## config.mk

```make
export PLATFORM = sky130hd
export DESIGN_NAME = usb_upload_framer_flat
export DESIGN_NICKNAME = d
export VERILOG_FILES = /design/src/rtl/usb_upload_framer_if.sv /design/src/rtl/usb_upload_framer.sv /design/src/flat_wrapper.sv
export SDC_FILE = /design/constraint.sdc
export NUM_CORES = 1
export LEC_CHECK = 0
export ABC_AREA = 1
export CAP_MARGIN = 20
export CELL_PAD_IN_SITES_DETAIL_PLACEMENT = 2
export CELL_PAD_IN_SITES_GLOBAL_PLACEMENT = 2
export CORE_MARGIN = 4
export CORE_UTILIZATION = 30
export CTS_CLUSTER_SIZE = 10
export DETAILED_ROUTE_END_ITERATION = 12
export PLACE_DENSITY = 0.87
export SYNTH_ARGS = -nofsm -noshare
export SYNTH_HDL_FRONTEND = slang
export SYNTH_SLANG_ARGS = --single-unit
```

## constraint.sdc

```tcl
create_clock -name clk -period 6.35 [get_ports clk]
set_clock_uncertainty 0.2 [all_clocks]
set_input_delay 1.27 -clock clk [delete_from_list [all_inputs] [get_ports clk]]
set_output_delay 1.27 -clock clk [all_outputs]
set_load 0.005 [all_outputs]
```

## src/rtl/usb_upload_framer_if.sv

```systemverilog
// Upload-path bundle: packet request, payload source and framed byte stream.
// The master drives requests and payload; the framer is the slave.
interface usb_upload_framer_if;
  logic        pkt_start;
  logic [7:0]  pkt_cmd;
  logic [15:0] pkt_len;
  logic        pkt_ready;
  logic [7:0]  src_data;
  logic        src_valid;
  logic        src_ready;
  logic        usb_upload_afull;
  logic [7:0]  usb_upload_data;
  logic        usb_upload_valid;
  logic        pkt_done;
  logic        pkt_err;

  modport master (
    output pkt_start,
    output pkt_cmd,
    output pkt_len,
    output src_data,
    output src_valid,
    output usb_upload_afull,
    input  pkt_ready,
    input  src_ready,
    input  usb_upload_data,
    input  usb_upload_valid,
    input  pkt_done,
    input  pkt_err
  );

  modport slave (
    input  pkt_start,
    input  pkt_cmd,
    input  pkt_len,
    input  src_data,
    input  src_valid,
    input  usb_upload_afull,
    output pkt_ready,
    output src_ready,
    output usb_upload_data,
    output usb_upload_valid,
    output pkt_done,
    output pkt_err
  );
endinterface

```

## src/rtl/usb_upload_framer.sv

```systemverilog
// USB CDC upload framer: HDR0 HDR1 CMD LENH LENL payload CSUM.
// Emits registered bytes one per non-afull cycle; pads on source stall.
module usb_upload_framer #(
  parameter logic [7:0]  HDR0    = 8'hAA,
  parameter logic [7:0]  HDR1    = 8'h44,
  parameter logic [15:0] TIMEOUT = 16'd60000
) (
  input logic                clk,
  input logic                rst,
  usb_upload_framer_if.slave bus
);

  typedef enum logic [2:0] {
    ST_IDLE,
    ST_HDR0,
    ST_HDR1,
    ST_CMD,
    ST_LENH,
    ST_LENL,
    ST_PAYLOAD,
    ST_CSUM
  } state_t;

  state_t      r_state;
  logic [7:0]  r_cmd;
  logic [15:0] r_len;
  logic [15:0] r_rem;
  logic [7:0]  r_sum;
  logic [15:0] r_stall;
  logic        r_err;
  logic [7:0]  r_data;
  logic        r_valid;
  logic        r_done;

  state_t      w_state_n;
  logic [7:0]  w_cmd_n;
  logic [15:0] w_len_n;
  logic [15:0] w_rem_n;
  logic [7:0]  w_sum_n;
  logic [15:0] w_stall_n;
  logic        w_err_n;
  logic [7:0]  w_data_n;
  logic        w_valid_n;
  logic        w_done_n;
  logic        w_emit;
  logic        w_timed;
  logic        w_src_ready;

  assign w_emit      = !bus.usb_upload_afull;
  assign w_timed     = (r_stall == TIMEOUT);
  assign w_src_ready = (r_state == ST_PAYLOAD) && w_emit && !w_timed;

  assign bus.pkt_ready        = (r_state == ST_IDLE);
  assign bus.src_ready        = w_src_ready;
  assign bus.usb_upload_data  = r_data;
  assign bus.usb_upload_valid = r_valid;
  assign bus.pkt_done         = r_done;
  assign bus.pkt_err          = r_err;

  always_ff @(posedge clk) begin
    if (rst) begin
      r_state <= ST_IDLE;
      r_cmd   <= 8'h00;
      r_len   <= 16'h0000;
      r_rem   <= 16'h0000;
      r_sum   <= 8'h00;
      r_stall <= 16'h0000;
      r_err   <= 1'b0;
      r_data  <= 8'h00;
      r_valid <= 1'b0;
      r_done  <= 1'b0;
    end else begin
      r_state <= w_state_n;
      r_cmd   <= w_cmd_n;
      r_len   <= w_len_n;
      r_rem   <= w_rem_n;
      r_sum   <= w_sum_n;
      r_stall <= w_stall_n;
      r_err   <= w_err_n;
      r_data  <= w_data_n;
      r_valid <= w_valid_n;
      r_done  <= w_done_n;
    end
  end

  always_comb begin
    w_state_n = r_state;
    w_cmd_n   = r_cmd;
    w_len_n   = r_len;
    w_rem_n   = r_rem;
    w_sum_n   = r_sum;
    w_stall_n = r_stall;
    w_err_n   = r_err;
    w_data_n  = r_data;
    w_valid_n = 1'b0;
    w_done_n  = 1'b0;

    case (r_state)
      ST_IDLE: begin
        if (bus.pkt_start) begin
          w_cmd_n   = bus.pkt_cmd;
          w_len_n   = bus.pkt_len;
          w_rem_n   = bus.pkt_len;
          // Header fields are folded in up front.
          w_sum_n   = bus.pkt_cmd
                    + bus.pkt_len[15:8]
                    + bus.pkt_len[7:0];
          w_stall_n = 16'h0000;
          w_err_n   = 1'b0;
          // First header byte leaves on the accept edge.
          if (w_emit) begin
            w_data_n  = HDR0;
            w_valid_n = 1'b1;
            w_state_n = ST_HDR1;
          end else begin
            w_state_n = ST_HDR0;
          end
        end
      end

      ST_HDR0: begin
        if (w_emit) begin
          w_data_n  = HDR0;
          w_valid_n = 1'b1;
          w_state_n = ST_HDR1;
        end
      end

      ST_HDR1: begin
        if (w_emit) begin
          w_data_n  = HDR1;
          w_valid_n = 1'b1;
          w_state_n = ST_CMD;
        end
      end

      ST_CMD: begin
        if (w_emit) begin
          w_data_n  = r_cmd;
          w_valid_n = 1'b1;
          w_state_n = ST_LENH;
        end
      end

      ST_LENH: begin
        if (w_emit) begin
          w_data_n  = r_len[15:8];
          w_valid_n = 1'b1;
          w_state_n = ST_LENL;
        end
      end

      ST_LENL: begin
        if (w_emit) begin
          w_data_n  = r_len[7:0];
          w_valid_n = 1'b1;
          w_state_n = (r_len == 16'h0000) ? ST_CSUM
                                           : ST_PAYLOAD;
        end
      end

      ST_PAYLOAD: begin
        if (w_emit) begin
          if (w_timed) begin
            w_data_n  = 8'h00;
            w_valid_n = 1'b1;
            w_rem_n   = r_rem - 16'd1;
            if (r_rem == 16'd1) w_state_n = ST_CSUM;
          end else if (bus.src_valid) begin
            w_data_n  = bus.src_data;
            w_valid_n = 1'b1;
            w_sum_n   = r_sum + bus.src_data;
            w_rem_n   = r_rem - 16'd1;
            w_stall_n = 16'h0000;
            if (r_rem == 16'd1) w_state_n = ST_CSUM;
          end else begin
            w_stall_n = r_stall + 16'd1;
            if (w_stall_n == TIMEOUT) w_err_n = 1'b1;
          end
        end
      end

      ST_CSUM: begin
        if (w_emit) begin
          w_data_n  = r_sum;
          w_valid_n = 1'b1;
          w_done_n  = 1'b1;
          w_state_n = ST_IDLE;
        end
      end

      default: w_state_n = ST_IDLE;
    endcase
  end

endmodule
```

## src/flat_wrapper.sv

```systemverilog
// flat-port wrapper written by rule: the top's interface ports become plain ports
module usb_upload_framer_flat 
#(
  parameter logic [7:0]  HDR0    = 8'hAA,
  parameter logic [7:0]  HDR1    = 8'h44,
  parameter logic [15:0] TIMEOUT = 16'd60000
)
  (clk, rst, bus_pkt_start, bus_pkt_cmd, bus_pkt_len, bus_src_data, bus_src_valid, bus_usb_upload_afull, bus_pkt_ready, bus_src_ready, bus_usb_upload_data, bus_usb_upload_valid, bus_pkt_done, bus_pkt_err);
  usb_upload_framer_if bus_i ();
  input logic clk;
  input logic rst;
  input wire logic [$bits(bus_i.pkt_start)-1:0] bus_pkt_start;
  input wire logic [$bits(bus_i.pkt_cmd)-1:0] bus_pkt_cmd;
  input wire logic [$bits(bus_i.pkt_len)-1:0] bus_pkt_len;
  input wire logic [$bits(bus_i.src_data)-1:0] bus_src_data;
  input wire logic [$bits(bus_i.src_valid)-1:0] bus_src_valid;
  input wire logic [$bits(bus_i.usb_upload_afull)-1:0] bus_usb_upload_afull;
  output wire logic [$bits(bus_i.pkt_ready)-1:0] bus_pkt_ready;
  output wire logic [$bits(bus_i.src_ready)-1:0] bus_src_ready;
  output wire logic [$bits(bus_i.usb_upload_data)-1:0] bus_usb_upload_data;
  output wire logic [$bits(bus_i.usb_upload_valid)-1:0] bus_usb_upload_valid;
  output wire logic [$bits(bus_i.pkt_done)-1:0] bus_pkt_done;
  output wire logic [$bits(bus_i.pkt_err)-1:0] bus_pkt_err;
  assign bus_i.pkt_start = bus_pkt_start;
  assign bus_i.pkt_cmd = bus_pkt_cmd;
  assign bus_i.pkt_len = bus_pkt_len;
  assign bus_i.src_data = bus_src_data;
  assign bus_i.src_valid = bus_src_valid;
  assign bus_i.usb_upload_afull = bus_usb_upload_afull;
  assign bus_pkt_ready = bus_i.pkt_ready;
  assign bus_src_ready = bus_i.src_ready;
  assign bus_usb_upload_data = bus_i.usb_upload_data;
  assign bus_usb_upload_valid = bus_i.usb_upload_valid;
  assign bus_pkt_done = bus_i.pkt_done;
  assign bus_pkt_err = bus_i.pkt_err;
  usb_upload_framer #(.HDR0(HDR0), .HDR1(HDR1), .TIMEOUT(TIMEOUT)) u_core (.clk(clk), .rst(rst), .bus(bus_i));
endmodule
```

# Word level (Yosys, flattened, before mapping)
# Cells that the tools add are included.
[totals]
register_bits = 78
out_inout_bits = 13
[op_classes]
addsub = 5
n_eq_ne = 23
n_mux = 52
bitwise_logic = 1
n_reduce_logical = 16
[ops]
columns = ["cell", "n"]
rows = [
  ["2-to-1 mux 16 bit", 8],
  ["2-to-1 mux 8 bit", 14],
  ["case mux 16 bit (2 select lines)", 2],
  ["case mux 8 bit (8 select lines)", 1],
  ["2-to-1 mux 3 bit", 11],
  ["equality test 16 bit, second input constant", 2],
  ["adder 8 bit", 3],
  ["!= test 2 bit, second input constant", 12],
  ["case mux 3 bit (8 select lines)", 1],
  ["adder 16 x 1 -> 16 bit, second input constant", 1],
  ["equality test 16 x 1 -> 1 bit, second input constant", 1],
  ["zero test 16 bit", 1],
  ["case mux 8 bit (2 select lines)", 1],
  ["subtractor 16 x 1 -> 16 bit, second input constant", 1],
  ["equality test 3 bit, second input constant", 4],
  ["2-to-1 mux 1 bit", 11],
  ["AND reduction 9 bit", 1],
  ["AND reduction 4 bit", 2],
  ["AND reduction 8 bit", 1],
  ["equality test 3 x 2 -> 1 bit, second input constant", 2],
  ["AND reduction 6 bit", 1],
  ["OR reduction 6 bit", 1],
  ["AND reduction 5 bit", 1],
  ["equality test 3 x 1 -> 1 bit, second input constant", 1],
  ["11 further kinds", 13],
]

# Longest topological paths before layout
# Gate-level depths: netlist of run 1.
[logic_depth]
word_depth = 7
depth_mapped = 15
ltp_nobuf = 15

# Worst setup path after synthesis of run 1
# OpenSTA, ideal clock, no wires.
[synth_path]
path_type = "input-to-reg"
from = "input port bus_pkt_len[1]"
to = "register u_core.r_sum[7]"
arrival_time_ps = 3023
t_required_ps = 6041
path_slack_ps = 3018
path_stages = 13
n_path_buf = 0
cell_sequence = "fa_1 -> ha_1 -> fa_1 -> nand3_1 -> nand2_1 -> nand2_1 -> a21boi_0 -> nor2_1 -> nand2_1 -> nand3_1 -> nand3_1 -> nand2_1 -> inv_1"
[synth_via]
elab_chain_cells = 3
[synth_rtl]
columns = ["element", "line_no", "source"]
rows = [
  ["start: declaration", "flat_wrapper.sv:14", "input wire logic [$bits(bus_i.pkt_len)-1:0] bus_pkt_len;"],
  ["adder 8 bit", "usb_upload_framer.sv:107", "+ bus.pkt_len[7:0];"],
  ["2-to-1 mux 8 bit", "usb_upload_framer.sv:100", "if (bus.pkt_start) begin"],
  ["case mux 8 bit (2 select lines)", "usb_upload_framer.sv:98", "case (r_state)"],
  ["end signal: assignment", "usb_upload_framer.sv:77", "r_sum <= w_sum_n;"],
  ["end: declaration", "usb_upload_framer.sv:28", "logic [7:0] r_sum;"],
]
# Every way passes these cells. The select of a mux whose other input is x is not followed.
# A chain may end at the register's enable or synchronous reset.

# Worst setup path in the final report of run 1
[layout_path]
from = "register u_core.r_state[0]"
to = "output port bus_src_ready"
[layout_via]
elab_chain_cells = 3
[layout_rtl]
columns = ["element", "line_no", "source"]
rows = [
  ["start: declaration", "usb_upload_framer.sv:24", "state_t r_state;"],
  ["start signal: assignment", "usb_upload_framer.sv:73", "r_state <= w_state_n;"],
  ["equality test 3 bit", "usb_upload_framer.sv:51", "assign w_src_ready = (r_state == ST_PAYLOAD) && w_emit && !w_timed;"],
  ["logical AND 1 bit (2 in series)", "usb_upload_framer.sv:51", ""],
  ["end: declaration", "flat_wrapper.sv:19", "output wire logic [$bits(bus_i.src_ready)-1:0] bus_src_ready;"],
]
# Every way passes these cells.

==> results.yml, run 1 <==
timing:
  worst_pin_slew_ns: 0.804
  slew_headroom: 0.462
  hold_ws_ns: 0.273
  rsz0062_at_grt: "false"
  hold_violations: 0
  setup_viol: 0
  min_period_ns: 4.85
  tns_ns: 0
  fmax_mhz: 206
  period_share: 0.764
  final_max_slew_viol_count: 0
yosys:
  ys_async_sr_fraction: 0
  postSynthNetCount: 813
  synth-seq-area-share: 0.307
  synth-edff-count: 0
  synth-seq-cells: 78
  synth.distinct_cells: 46
  syn_inst: 745
  syn-mean-instance-area_um2: 6.84
  synth_area_mm2: 0.00509
  yosysWarnings: 0
  ys.flop_type: "dfxtp_1"
critical_path:
  cp-end-kind: "primary output"
  critical_path.cell_chain: "inv_1, ha_1, nand2_2, inv_2, nand2_1, a21oi_1, clkdlybuf4s50_1"
  max_stage_delay_ns: 0.73
  slowest_stage: "inv_2"
  crit_type: "register to primary output"
  worstPathArrival_ns: 3.38
  cp_max_fo: 36
  startpoint_type: "register"
  required_ns: 4.88
route:
  viasPerCell: 5.28
  ant_nets: 0
  drt-pass1-iter-count: 5
  wl_per_cell_um: 19.6
  drt-total-wl_um: 19700
  vias: 5304
  post-route-drc-count: 0
  dr.first_iter.drc_count: 300
global_route:
  grt_pass1_vias: 5869
  grtUsageTotal: 0.206
  grt_max_degree: 45
  overflow: 0
  antenna_found_initial: 0
  grt_pass1_wl_um: 31700
flow_run:
  drv_cap: 0
pwr:
  power.static_leakage_nw: 2.47
  powerDensity_mw_per_mm2: 376
  irDropWorstVdd_mv: 0.146
clock_network:
  root_buffer: "clkbuf_16"
  post_cts_buffers: 0
  clk_latency_ns: 0.35
  cts-resized-gates: 0
  cts_hold_buf: 0
  clk_path_buf_depth: 2
  cts_tree: "yes"
  cts_buffers: 9
  clk_pin_slew_ns: 0.06
  htreeDepth: 3
  cts_sinks: 78
floorplanning:
  fp-row-count: 47
  fp.dieH_um: 138
  die_w_um: 138
  io_pins: 50
  dieArea_mm2: 0.0191
  start_util: 0.307
  core_area_mm2: 0.0166
finish:
  final_cell_mix: "nand2_1, inv_1, dfxtp_1"
  syn_to_final_growth_pct: 18.2
  antenna_cells: 0
  final_common_cell: "nand2_1"
  final_area_mm2: 0.00602
  nets: 849
  drive_gt1_frac: 0.0573
  instances_no_fill: 1005
placement:
  io_buffers: 49
  dp.cells: 990
  dp_hpwl_um: 15000
  dpl_cell_area_mm2: 0.00572
  gp_congestion: 0.795
hold_path:
  hold_path.class: "register to register"
run_status:
  status: "complete, no violations"
==> synthesized netlist by cell type, drive strengths merged, types with 2 or more instances <==
| cell | n | area (um2) |
|---|---|---|
| clkinv | 3 | 12.5 |
| clkbuf | 15 | 56.3 |
| a211oi | 6 | 45.0 |
| a21o | 2 | 15.0 |
| nor2 | 80 | 340 |
| xnor2 | 8 | 70.1 |
| a31oi | 10 | 62.6 |
| dfxtp | 78 | 1560 |
| nand4 | 19 | 119 |
| fa | 9 | 180 |
| ha | 22 | 275 |
| nand3 | 53 | 270 |
| xor2 | 6 | 52.6 |
| o21bai | 2 | 15.0 |
| nor4 | 2 | 12.5 |
| nor3 | 5 | 36.3 |
| o21ai | 69 | 349 |
| inv | 95 | 357 |
| a221oi | 6 | 52.6 |
| a21oi | 70 | 354 |
| buf | 11 | 95.1 |
| o22ai | 6 | 37.5 |
| nand2 | 158 | 642 |
| o2111ai | 2 | 17.5 |
==> where the power goes <==
group          internal, mW  total, mW  switching, mW
Combinational         0.337      0.994          0.656
Sequential            0.622      0.728          0.106
Clock                 0.316      0.543          0.226
==> state kept, by name, summed over array words and instances (netlist names) <==
name	flops
u_core.bus.pkt_done	1
u_core.bus.pkt_err	1
u_core.bus.usb_upload_data	8
u_core.bus.usb_upload_valid	1
u_core.r_cmd	8
u_core.r_len	16
u_core.r_rem	16
u_core.r_stall	16
u_core.r_state	3
u_core.r_sum	8
==> critical path: cells and delay by family, from the launching register on <==
kind | cells | cell delay, ns
AOI/OAI and AO/OA | 1 | 0.26
adders and majority gates | 1 | 0.30
and+or+nand+nor | 2 | 0.73
buffers and inverters | 3 | 1.39
DFF | 1 | 0.33
==> final timing paths <==
kind	from	end	slack [ns]	cells past startpoint
worst max register to register	u_core.r_state[0]$_SDFFE_PP0P_	u_core.r_sum[2]$_SDFFE_PP0P_	2.50	11
worst min-delay path	u_core.r_rem[6]$_SDFFE_PP0P_	u_core.r_rem[6]$_SDFFE_PP0P_	0.27	2
worst max-delay path	u_core.r_state[0]$_SDFFE_PP0P_	bus_src_ready	1.50	7
worst min register to register	u_core.r_rem[6]$_SDFFE_PP0P_	u_core.r_rem[6]$_SDFFE_PP0P_	0.27	2
==> metrics by stage <==
stage | worst slack, ns | total power, mW | utilization
3_5_place_dp | 1.95 | 1.72 | 0.345
5_1_grt | 1.33 | 2.44 | 0.363
2_1_floorplan | 3.02 | 1.39 | -
4_1_cts | 1.52 | 2.28 | 0.363
6_report | 1.50 | 2.27 | 0.363
3_3_place_gp | 2.11 | 1.66 | 0.345
==> kinds of logic (layout without fill, tap and decap cells) <==
group / count (synthesis) / count (layout) / synth area share
compound gates: 179 / 179 / 0.196
xor+xnor: 14 / 14 / 0.0241
fa+ha+maj: 31 / 31 / 0.0894
buf+inv: 124 / 164 / 0.102
flops: 78 / 78 / 0.307
simple gates: 319 / 319 / 0.282
==> routing by layer <==
layer,vias up,share of wire,global-route usage
met5,-,0,0
met4,0,0.017,0.0556
met3,28,0.027,0.0256
met2,91,0.49,0.364
met1,2641,0.46,0.265
li1,2544,-,-
==> cell type report <==
cell class / instances / area [um2]
Fill cell: 2002 / 10600
Tap cell: 220 / 275
Clock buffer: 11 / 243
Inverter: 98 / 369
Multi-Input combinational cell: 543 / 3010
Clock inverter: 4 / 56.3
Timing Repair Buffer: 51 / 505
Sequential cell: 78 / 1560
(Power assumes the default switching activity.)
==> inputs of run 2 (changes only) <==
--- a/config.mk
+++ b/config.mk
@@ -10,10 +10,10 @@
 export CELL_PAD_IN_SITES_DETAIL_PLACEMENT = 2
 export CELL_PAD_IN_SITES_GLOBAL_PLACEMENT = 2
 export CORE_MARGIN = 4
-export CORE_UTILIZATION = 30
+export CORE_UTILIZATION = 29
 export CTS_CLUSTER_SIZE = 10
 export DETAILED_ROUTE_END_ITERATION = 12
-export PLACE_DENSITY = 0.87
+export PLACE_DENSITY = 0.88
 export SYNTH_ARGS = -nofsm -noshare
 export SYNTH_HDL_FRONTEND = slang
 export SYNTH_SLANG_ARGS = --single-unit
==> constraint.sdc (replaced) <==
create_clock -name clk -period 4.23 [get_ports clk]
set_clock_uncertainty 0.2 [all_clocks]
set_input_delay 0.846 -clock clk [delete_from_list [all_inputs] [get_ports clk]]
set_output_delay 0.846 -clock clk [all_outputs]
set_load 0.005 [all_outputs]
==> run 2 against run 1 <==
- global-route usage down 0.82 points
- clock-buffer cell count increased by 4
- first-iteration DRC count fell by 18%
- cell count up 0.80%
- core utilization fell by 1.3 points
- sequential share of layout area is 0.075 points lower
- die area rose by 3.3%
- largest power group unchanged
- design area grew 0.29%
- total power grew 49%
- sequential cell count stayed put
- worst hold slack got worse by 0.017 ns
- combinational power is 50% higher
==> results.yml, run 2 (synthesis gave the netlist of run 1 again) <==
flow_run:
  drv_cap: 0
global_route:
  grt_max_degree: 44
  overflow: 0
  antenna_found_initial: 0
  grt.met2_usage: 0.336
  grt_pass1_vias: 5726
  use_met1: 0.264
  grtUsageTotal: 0.198
  met3_usage: 0.0300
  top_usage_layer: "met2"
  grt_pass1_wl_um: 31100
clock_network:
  root_buffer: "clkbuf_16"
  htreeDepth: 3
  clk_latency_ns: 0.35
  clk_pin_slew_ns: 0.06
  cts-resized-gates: 0
  cts_tree: "yes"
  cts_hold_buf: 0
  post_cts_buffers: 0
  cts_sinks: 78
  clk_path_buf_depth: 2
  cts_buffers: 9
timing:
  worst_pin_slew_ns: 0.555
  setup_viol: 0
  hold_ws_ns: 0.255
  fmax_mhz: 295
  period_share: 0.802
  hold_violations: 0
  slew_headroom: 0.620
  rsz0062_at_grt: "false"
  min_period_ns: 3.39
  final_max_slew_viol_count: 0
  tns_ns: 0
finish:
  largest_registers: "u_core.r_len x16, u_core.r_rem x16, u_core.r_stall x16"
  final_cell_mix: "nand2_1, inv_1, dfxtp_1"
  nets: 852
  antenna_cells: 0
  final_common_cell: "nand2_1"
  drive_gt1_frac: 0.0596
  syn_to_final_growth_pct: 18.6
  final_area_mm2: 0.00604
critical_path:
  timing.rr.start: "u_core.r_state[0]$_SDFFE_PP0P_"
  required_ns: 3.18
  cp_max_fo: 5
  cp-end-kind: "primary output"
  crit_type: "input port to primary output"
  startpoint_type: "input port"
  worstPathArrival_ns: 2.35
  cp-startpoint: "bus_usb_upload_afull"
route:
  dr.first_iter.drc_count: 245
  viasPerCell: 5.22
  vias: 5288
  ant_nets: 0
  wl_per_cell_um: 19.0
  post-route-drc-count: 0
  drt-pass1-iter-count: 4
  drt-total-wl_um: 19200
pwr:
  power_frac_seq: 0.325
  irDropWorstVdd_mv: 0.222
  p_sw_mw: 1.47
  clkPwrFrac: 0.233
  p_int_mw: 1.91
  powerDensity_mw_per_mm2: 559
  total_power_mw: 3.37
  p_comb_frac: 0.443
  power.static_leakage_nw: 2.48
  swShare: 0.435
floorplanning:
  fp-row-count: 48
  io_pins: 50
  dieArea_mm2: 0.0197
  start_util: 0.296
  fp.dieH_um: 141
  die_w_um: 141
  core_area_mm2: 0.0172
hold_path:
  hold_start: "u_core.bus.pkt_err$_SDFFE_PP0P_"
  hold_path.class: "register to register"
run_status:
  status: "complete, no violations"
placement:
  gp_congestion: 0.822
  dpl_cell_area_mm2: 0.00575
  dp_hpwl_um: 14400
  io_buffers: 49
run 2: path summary, 6_finish.rpt:
kind	slack, ns	end	cells after the start
setup / recovery	0.84	bus_src_ready	5
hold / removal	0.26	u_core.bus.pkt_err$_SDFFE_PP0P_	2
setup reg to reg	1.42	u_core.r_stall[9]$_SDFFE_PP0P_	11
hold reg to reg	0.26	u_core.bus.pkt_err$_SDFFE_PP0P_	2
run 2: stage by stage:
| step | worst slack (ns) | instances | util |
|---|---|---|---|
| 3_3_place_gp | 0.661 | 998 | 0.334 |
| 6_report | 0.839 | 1013 | 0.350 |
| 3_5_place_dp | 0.533 | 998 | 0.334 |
| 4_1_cts | 0.809 | 1013 | 0.350 |
| 5_1_grt | 0.679 | 1013 | 0.350 |
| 2_1_floorplan | 1.32 | 745 | - |
run 2: critical path: stages:
cell and delay (ns):
clkdlybuf4s50_1 0.50, inv_1 0.20, nand2_1 0.10, a21oi_1 0.16, clkdlybuf4s50_1 0.53
run 2: layout make-up:
class / instances / area, um2
timing repair buffer: 54 / 528
sequential: 78 / 1560
tap: 225 / 282
inverter: 98 / 369
fill: 2089 / 11200
multi-input combinational: 543 / 3010
clock buffer: 15 / 288
run 2: per-layer routing:
metal	routed length, um	up-vias	part of all wire
li1	-	2560	-
met1	9160	2621	0.48
met2	9210	90	0.48
met3	665	17	0.035
met4	204	0	0.011
met5	0	-	0
run 2: power groups by stage:
stage / Sequential, mW / Combinational [mW] / Clock (mW)
detailed placement: 1.11 / 1.47 / 0
CTS: 1.09 / 1.49 / 0.801
global route: 1.12 / 1.68 / 0.826
floorplan: 1.05 / 1.04 / 0
finish: 1.09 / 1.49 / 0.785
global placement: 1.10 / 1.42 / 0
